$ cat config.mk
export PLATFORM = sky130hd
export DESIGN_NAME = if_fetch_unit
export DESIGN_NICKNAME = d
export VERILOG_FILES = /design/src/rtl/if_fetch_unit.sv
export SDC_FILE = /design/constraint.sdc
export NUM_CORES = 1
export LEC_CHECK = 0
export ABC_AREA = 1
export ABC_CLOCK_PERIOD_IN_PS = 6900
export BUFFER_PORTS_ARGS = -buffer_cell sky130_fd_sc_hd__buf_4
export CORE_UTILIZATION = 55
export DETAILED_ROUTE_END_ITERATION = 7
export PLACE_DENSITY_LB_ADDON = 0.2
export SLEW_MARGIN = 10
export SYNTH_ARGS = -nofsm -noshare
export SYNTH_HDL_FRONTEND = slang
export SYNTH_SLANG_ARGS = --single-unit
$ cat constraint.sdc
create_clock -name clk -period 6.9 [get_ports clk]
set_input_delay 1.38 -clock clk [delete_from_list [all_inputs] [get_ports clk]]
set_output_delay 1.38 -clock clk [all_outputs]
set_load 0.02 [all_outputs]
$ cat src/rtl/if_fetch_unit.sv
// Instruction-fetch stage: assembles 32-bit little-endian instructions from four
// byte reads and hands them to the IF/ID register, with stall hold and jump redirect.
module if_fetch_unit #(
    parameter logic [31:0] RESET_PC = 32'h0000_0000
) (
    input  logic        clk,
    input  logic        rst,
    input  logic        stall_IF_i,
    input  logic        jump_IF_i,
    input  logic [31:0] JBtaraddr_IF_i,
    output logic        mem_re_o,
    output logic [31:0] mem_addr_o,
    input  logic [7:0]  mem_data_i,
    input  logic        mem_valid_i,
    output logic [31:0] inst_IFID_o,
    output logic [31:0] pc_IFID_o,
    output logic        valid_IFID_o
);

    // FETCH: reading bytes of pc_r; HOLD: full word parked behind a stalled slot;
    // DRAIN: redirect latched, waiting for the outstanding byte to come back.
    typedef enum logic [1:0] {FETCH, HOLD, DRAIN} state_t;

    state_t      state, state_n;
    logic [31:0] pc_r, pc_n;
    logic [1:0]  idx_r, idx_n;
    logic [31:0] word_r, word_n;
    logic [31:0] tgt_r, tgt_n;
    logic        re_n;
    logic [31:0] addr_n;
    logic [31:0] inst_n, pcid_n;
    logic        vld_n;
    logic        ack;
    logic        slot_free;
    logic [31:0] idx_ext;

    // A byte only counts as returned while our request is actually up.
    assign ack       = mem_re_o & mem_valid_i;
    // The slot takes a new word if it is empty or its occupant leaves this edge.
    assign slot_free = ~valid_IFID_o | ~stall_IF_i;
    assign idx_ext   = {30'd0, idx_r};

    // Next-state, memory request and IF/ID update; jump overrides everything else.
    always_comb begin
        state_n = state;
        pc_n    = pc_r;
        idx_n   = idx_r;
        word_n  = word_r;
        tgt_n   = tgt_r;
        re_n    = mem_re_o;
        addr_n  = mem_addr_o;
        inst_n  = inst_IFID_o;
        pcid_n  = pc_IFID_o;
        vld_n   = valid_IFID_o;

        if (jump_IF_i) begin
            inst_n = 32'd0;
            pcid_n = 32'd0;
            vld_n  = 1'b0;
            idx_n  = 2'd0;
            if (!mem_re_o || mem_valid_i) begin
                // Nothing in flight (or it lands now and is dropped): go straight to target.
                state_n = FETCH;
                pc_n    = JBtaraddr_IF_i;
                re_n    = 1'b1;
                addr_n  = JBtaraddr_IF_i;
            end else begin
                // Request must stay up until acknowledged, so finish it first.
                state_n = DRAIN;
                tgt_n   = JBtaraddr_IF_i;
            end
        end else begin
            case (state)
                FETCH: begin
                    re_n   = 1'b1;
                    addr_n = pc_r + idx_ext;
                    if (slot_free) begin
                        inst_n = 32'd0;
                        vld_n  = 1'b0;
                    end
                    if (ack) begin
                        if (idx_r == 2'd3) begin
                            word_n = {mem_data_i, word_r[23:0]};
                            idx_n  = 2'd0;
                            if (slot_free) begin
                                inst_n = word_n;
                                pcid_n = pc_r;
                                vld_n  = 1'b1;
                                pc_n   = pc_r + 32'd4;
                                addr_n = pc_r + 32'd4;
                            end else begin
                                state_n = HOLD;
                                re_n    = 1'b0;
                            end
                        end else begin
                            word_n[{idx_r, 3'b000} +: 8] = mem_data_i;
                            idx_n  = idx_r + 2'd1;
                            addr_n = pc_r + idx_ext + 32'd1;
                        end
                    end
                end
                HOLD: begin
                    re_n = 1'b0;
                    if (!stall_IF_i) begin
                        inst_n  = word_r;
                        pcid_n  = pc_r;
                        vld_n   = 1'b1;
                        pc_n    = pc_r + 32'd4;
                        idx_n   = 2'd0;
                        state_n = FETCH;
                        re_n    = 1'b1;
                        addr_n  = pc_r + 32'd4;
                    end
                end
                DRAIN: begin
                    // IF/ID was flushed on the jump and stays empty until the target word.
                    if (ack) begin
                        pc_n    = tgt_r;
                        idx_n   = 2'd0;
                        state_n = FETCH;
                        re_n    = 1'b1;
                        addr_n  = tgt_r;
                    end
                end
                default: state_n = FETCH;
            endcase
        end
    end

    // State and output registers with synchronous reset.
    always_ff @(posedge clk) begin
        if (rst) begin
            state        <= FETCH;
            pc_r         <= RESET_PC;
            idx_r        <= 2'd0;
            word_r       <= 32'd0;
            tgt_r        <= 32'd0;
            mem_re_o     <= 1'b0;
            mem_addr_o   <= 32'd0;
            inst_IFID_o  <= 32'd0;
            pc_IFID_o    <= 32'd0;
            valid_IFID_o <= 1'b0;
        end else begin
            state        <= state_n;
            pc_r         <= pc_n;
            idx_r        <= idx_n;
            word_r       <= word_n;
            tgt_r        <= tgt_n;
            mem_re_o     <= re_n;
            mem_addr_o   <= addr_n;
            inst_IFID_o  <= inst_n;
            pc_IFID_o    <= pcid_n;
            valid_IFID_o <= vld_n;
        end
    end

endmodule

==> impl_metrics.ini <==
[sta]
hold_ws_ns = 0.467
hold_viol_final = 0
max-slew-margin-rel = 0.164
period_share = 0.700
clock_skew_ns = 0.0165
fmax_mhz = 207
fin_tns_setup_ns = 0
tightest_slew_ns = 1.25
min_period_ns = 4.83
grt_setup_unrepaired = no
drv_slew = 0
setup_viol = 0

[final_layout]
area_growth_pct = 15.3
diodes = 0
final_nets = 1857
drive_gt1_frac = 0.130
final_area_mm2 = 0.0131
final_core_util = 0.649

[worst_setup_path]
critPathLaunch = mem_valid_i
worstSetupEndpointType = flop
r2r_start = idx_r[1]
critPathKind = primary input to flop
crit_path_start_kind = primary input
ff2ff_setup_slack_ns = 2.68
reg2reg_depth = 10
required_ns = 7.20
reg2reg_to = pc_IFID_o[16]
cp_max_fo = 44
worstPathArrival_ns = 5.14

[global_routing]
grt_max_degree = 88
grt_use_total = 0.380
grt_first_pass_wirelength_mm = 62.9
overflow = 0
antenna_found_initial = 0
grt_pass1_vias = 10900

[floorplanning]
dieArea_mm2 = 0.0213
die_y_um = 146
die_w_um = 146
boundaryPins = 143
start_util = 0.563
core_area_mm2 = 0.0202
num_rows = 52

[detailed_routing]
drc = 0
avgRoutedWirePerCell_um = 19.5
totalWireLength_mm = 40.6
vias_per_cell = 6.03
via_count = 12500
drt.antenna.violating_nets = 0
drt_first_pass_iters = 5
drtIter0Drc = 1684

[clock_network]
ctsHtreeMaxLevel = 4
clk_latency_ns = 0.45
cts_sinks = 198
cts-buffers-inserted = 17
cts_setup_buffers = 0
post_cts_resized = 0
clk_path_buf_depth = 2
cts_tree = yes
cts_root_buf = clkbuf_16
cts.reportedPaths.clkPinSlew_ns = 0.08
postCtsHoldBufs = 0

[pwr]
p_leak_uw = 0.00524
p_clk_frac = 0.290
seq_power_share = 0.395
p_sw_uw = 1440
irDropWorstVdd_mv = 0.170
intPower_uw = 2070
sw_frac_of_total = 0.409
power_uw = 3510
p_comb_frac = 0.316
powerDensity_mw_per_mm2 = 267

[synthesis]
ys_seq_area_frac = 0.348
synth_most_common_cell = nand2_1
postSynthCellCount = 1720
synth_nets = 1779
synth_top_area_share = 0.348
netlist_area_mm2 = 0.0114
synth_top_area_cell = dfxtp_1
synth_edf_count = 0
synth_common_cells = nand2_1, dfxtp_1, nor2_1
ys.flop_type = dfxtp_1
syn_avg_cell_area_um2 = 6.62
ys.warnings.count = 0
async_reset_ff_frac = 0
synthDistinctLibCells = 48
synth_area_leaders = dfxtp_1, nand2_1, o21ai_0, a21oi_1, nor2_1
synth-seq-cells = 198

[placed_design]
gp_congestion = 0.999
dp_hpwl_mm = 30.3
port_buffers = 142
dpl_cell_area_mm2 = 0.0125

[status]
status = completed

[min_path]
worstHoldEndpoint = pc_IFID_o[21]
min_path_cells = 2
hold_start = pc_IFID_o[21]
min_path_type = flop to flop

[flow_run]
cap_violations = 0
-- worst max-delay path: stages --
cell      delay (ns)
buf_4           0.12
nand2_1         0.07
buf_4           0.23
clkinv_1        0.54
nor2_1          0.41
inv_1           0.06
o21ai_0         0.36
nor2_1          0.13
nand2_1         0.59
inv_1           0.73
o21ai_0         0.43
a31oi_1         0.07
-- cell usage in the layout, fill, tap and decap left out, types with 4 or more instances in the layout --
master / instances
a211oi_1: 14
a21oi_1: 166
a221oi_1: 22
a31oi_1: 34
buf_4: 157
clkbuf_16: 17
clkinv_1: 5
clkinv_8: 4
dfxtp_1: 198
ha_1: 13
inv_1: 117
inv_6: 6
nand2_1: 409
nand2_2: 7
nand3_1: 110
nand4_1: 14
nor2_1: 174
nor2_2: 10
nor2_4: 8
nor3_1: 12
o2111ai_1: 4
o211ai_1: 23
o21ai_0: 172
o221ai_1: 8
o22ai_1: 4
or3_1: 24
xnor2_1: 5
xor2_1: 29
-- final cells by class --
| type | instances | area [µm²] |
|---|---|---|
| Fill cell | 1825 | 7110 |
| Clock buffer | 19 | 443 |
| Inverter | 125 | 469 |
| Timing Repair Buffer | 157 | 1180 |
| Tap cell | 270 | 338 |
| Sequential cell | 198 | 3960 |
| Multi-Input combinational cell | 1299 | 6590 |
| Clock inverter | 13 | 149 |
-- power groups by stage --
stage          clock network (µW)  registers, µW  logic [µW]
5_1_grt                      1060           1390        1190
6_report                     1020           1380        1110
3_3_place_gp                    0           1400        1040
4_1_cts                      1020           1370        1060
2_1_floorplan                   0           1410         642
3_5_place_dp                    0           1400        1050
-- worst max path at each step --
stage / end / slack [ns] / cells after the start
floorplan: mem_addr_o[29] / 3.80 / 11
global placement: mem_addr_o[29] / 1.86 / 12
detailed placement: mem_addr_o[8] / 1.74 / 12
CTS: mem_addr_o[8] / 2.21 / 12
global route: mem_addr_o[5] / 1.81 / 12
finish: mem_addr_o[8] / 2.07 / 12
-- stage by stage --
stage	cells	worst slack, ns
floorplan	1720	3.80
global placement	2049	1.86
detailed placement	2049	1.74
CTS	2081	2.21
global route	2081	1.81
finish	2081	2.07
-- routing by layer --
| metal | routed length (µm) | track usage | vias up |
|---|---|---|---|
| li1 | - | - | 5970 |
| met1 | 18700 | 0.595 | 5746 |
| met2 | 15800 | 0.503 | 798 |
| met3 | 5670 | 0.113 | 33 |
| met4 | 426 | 0.0674 | 0 |
| met5 | 0 | 0 | - |
-- cells by family (layout without fill, tap and decap cells) --
kind of cell               count (synthesis)  after routing  share of synthesized area
DFF                                      198            198                      0.348
and+or+nand+nor                          786            786                      0.301
buffers and inverters                    223            314                     0.0751
xor gates and xnor gates                  36             36                     0.0290
AOI/OAI and AO/OA                        463            463                      0.230
adders and majority gates                 14             14                     0.0160
(Power assumes the default switching activity.)
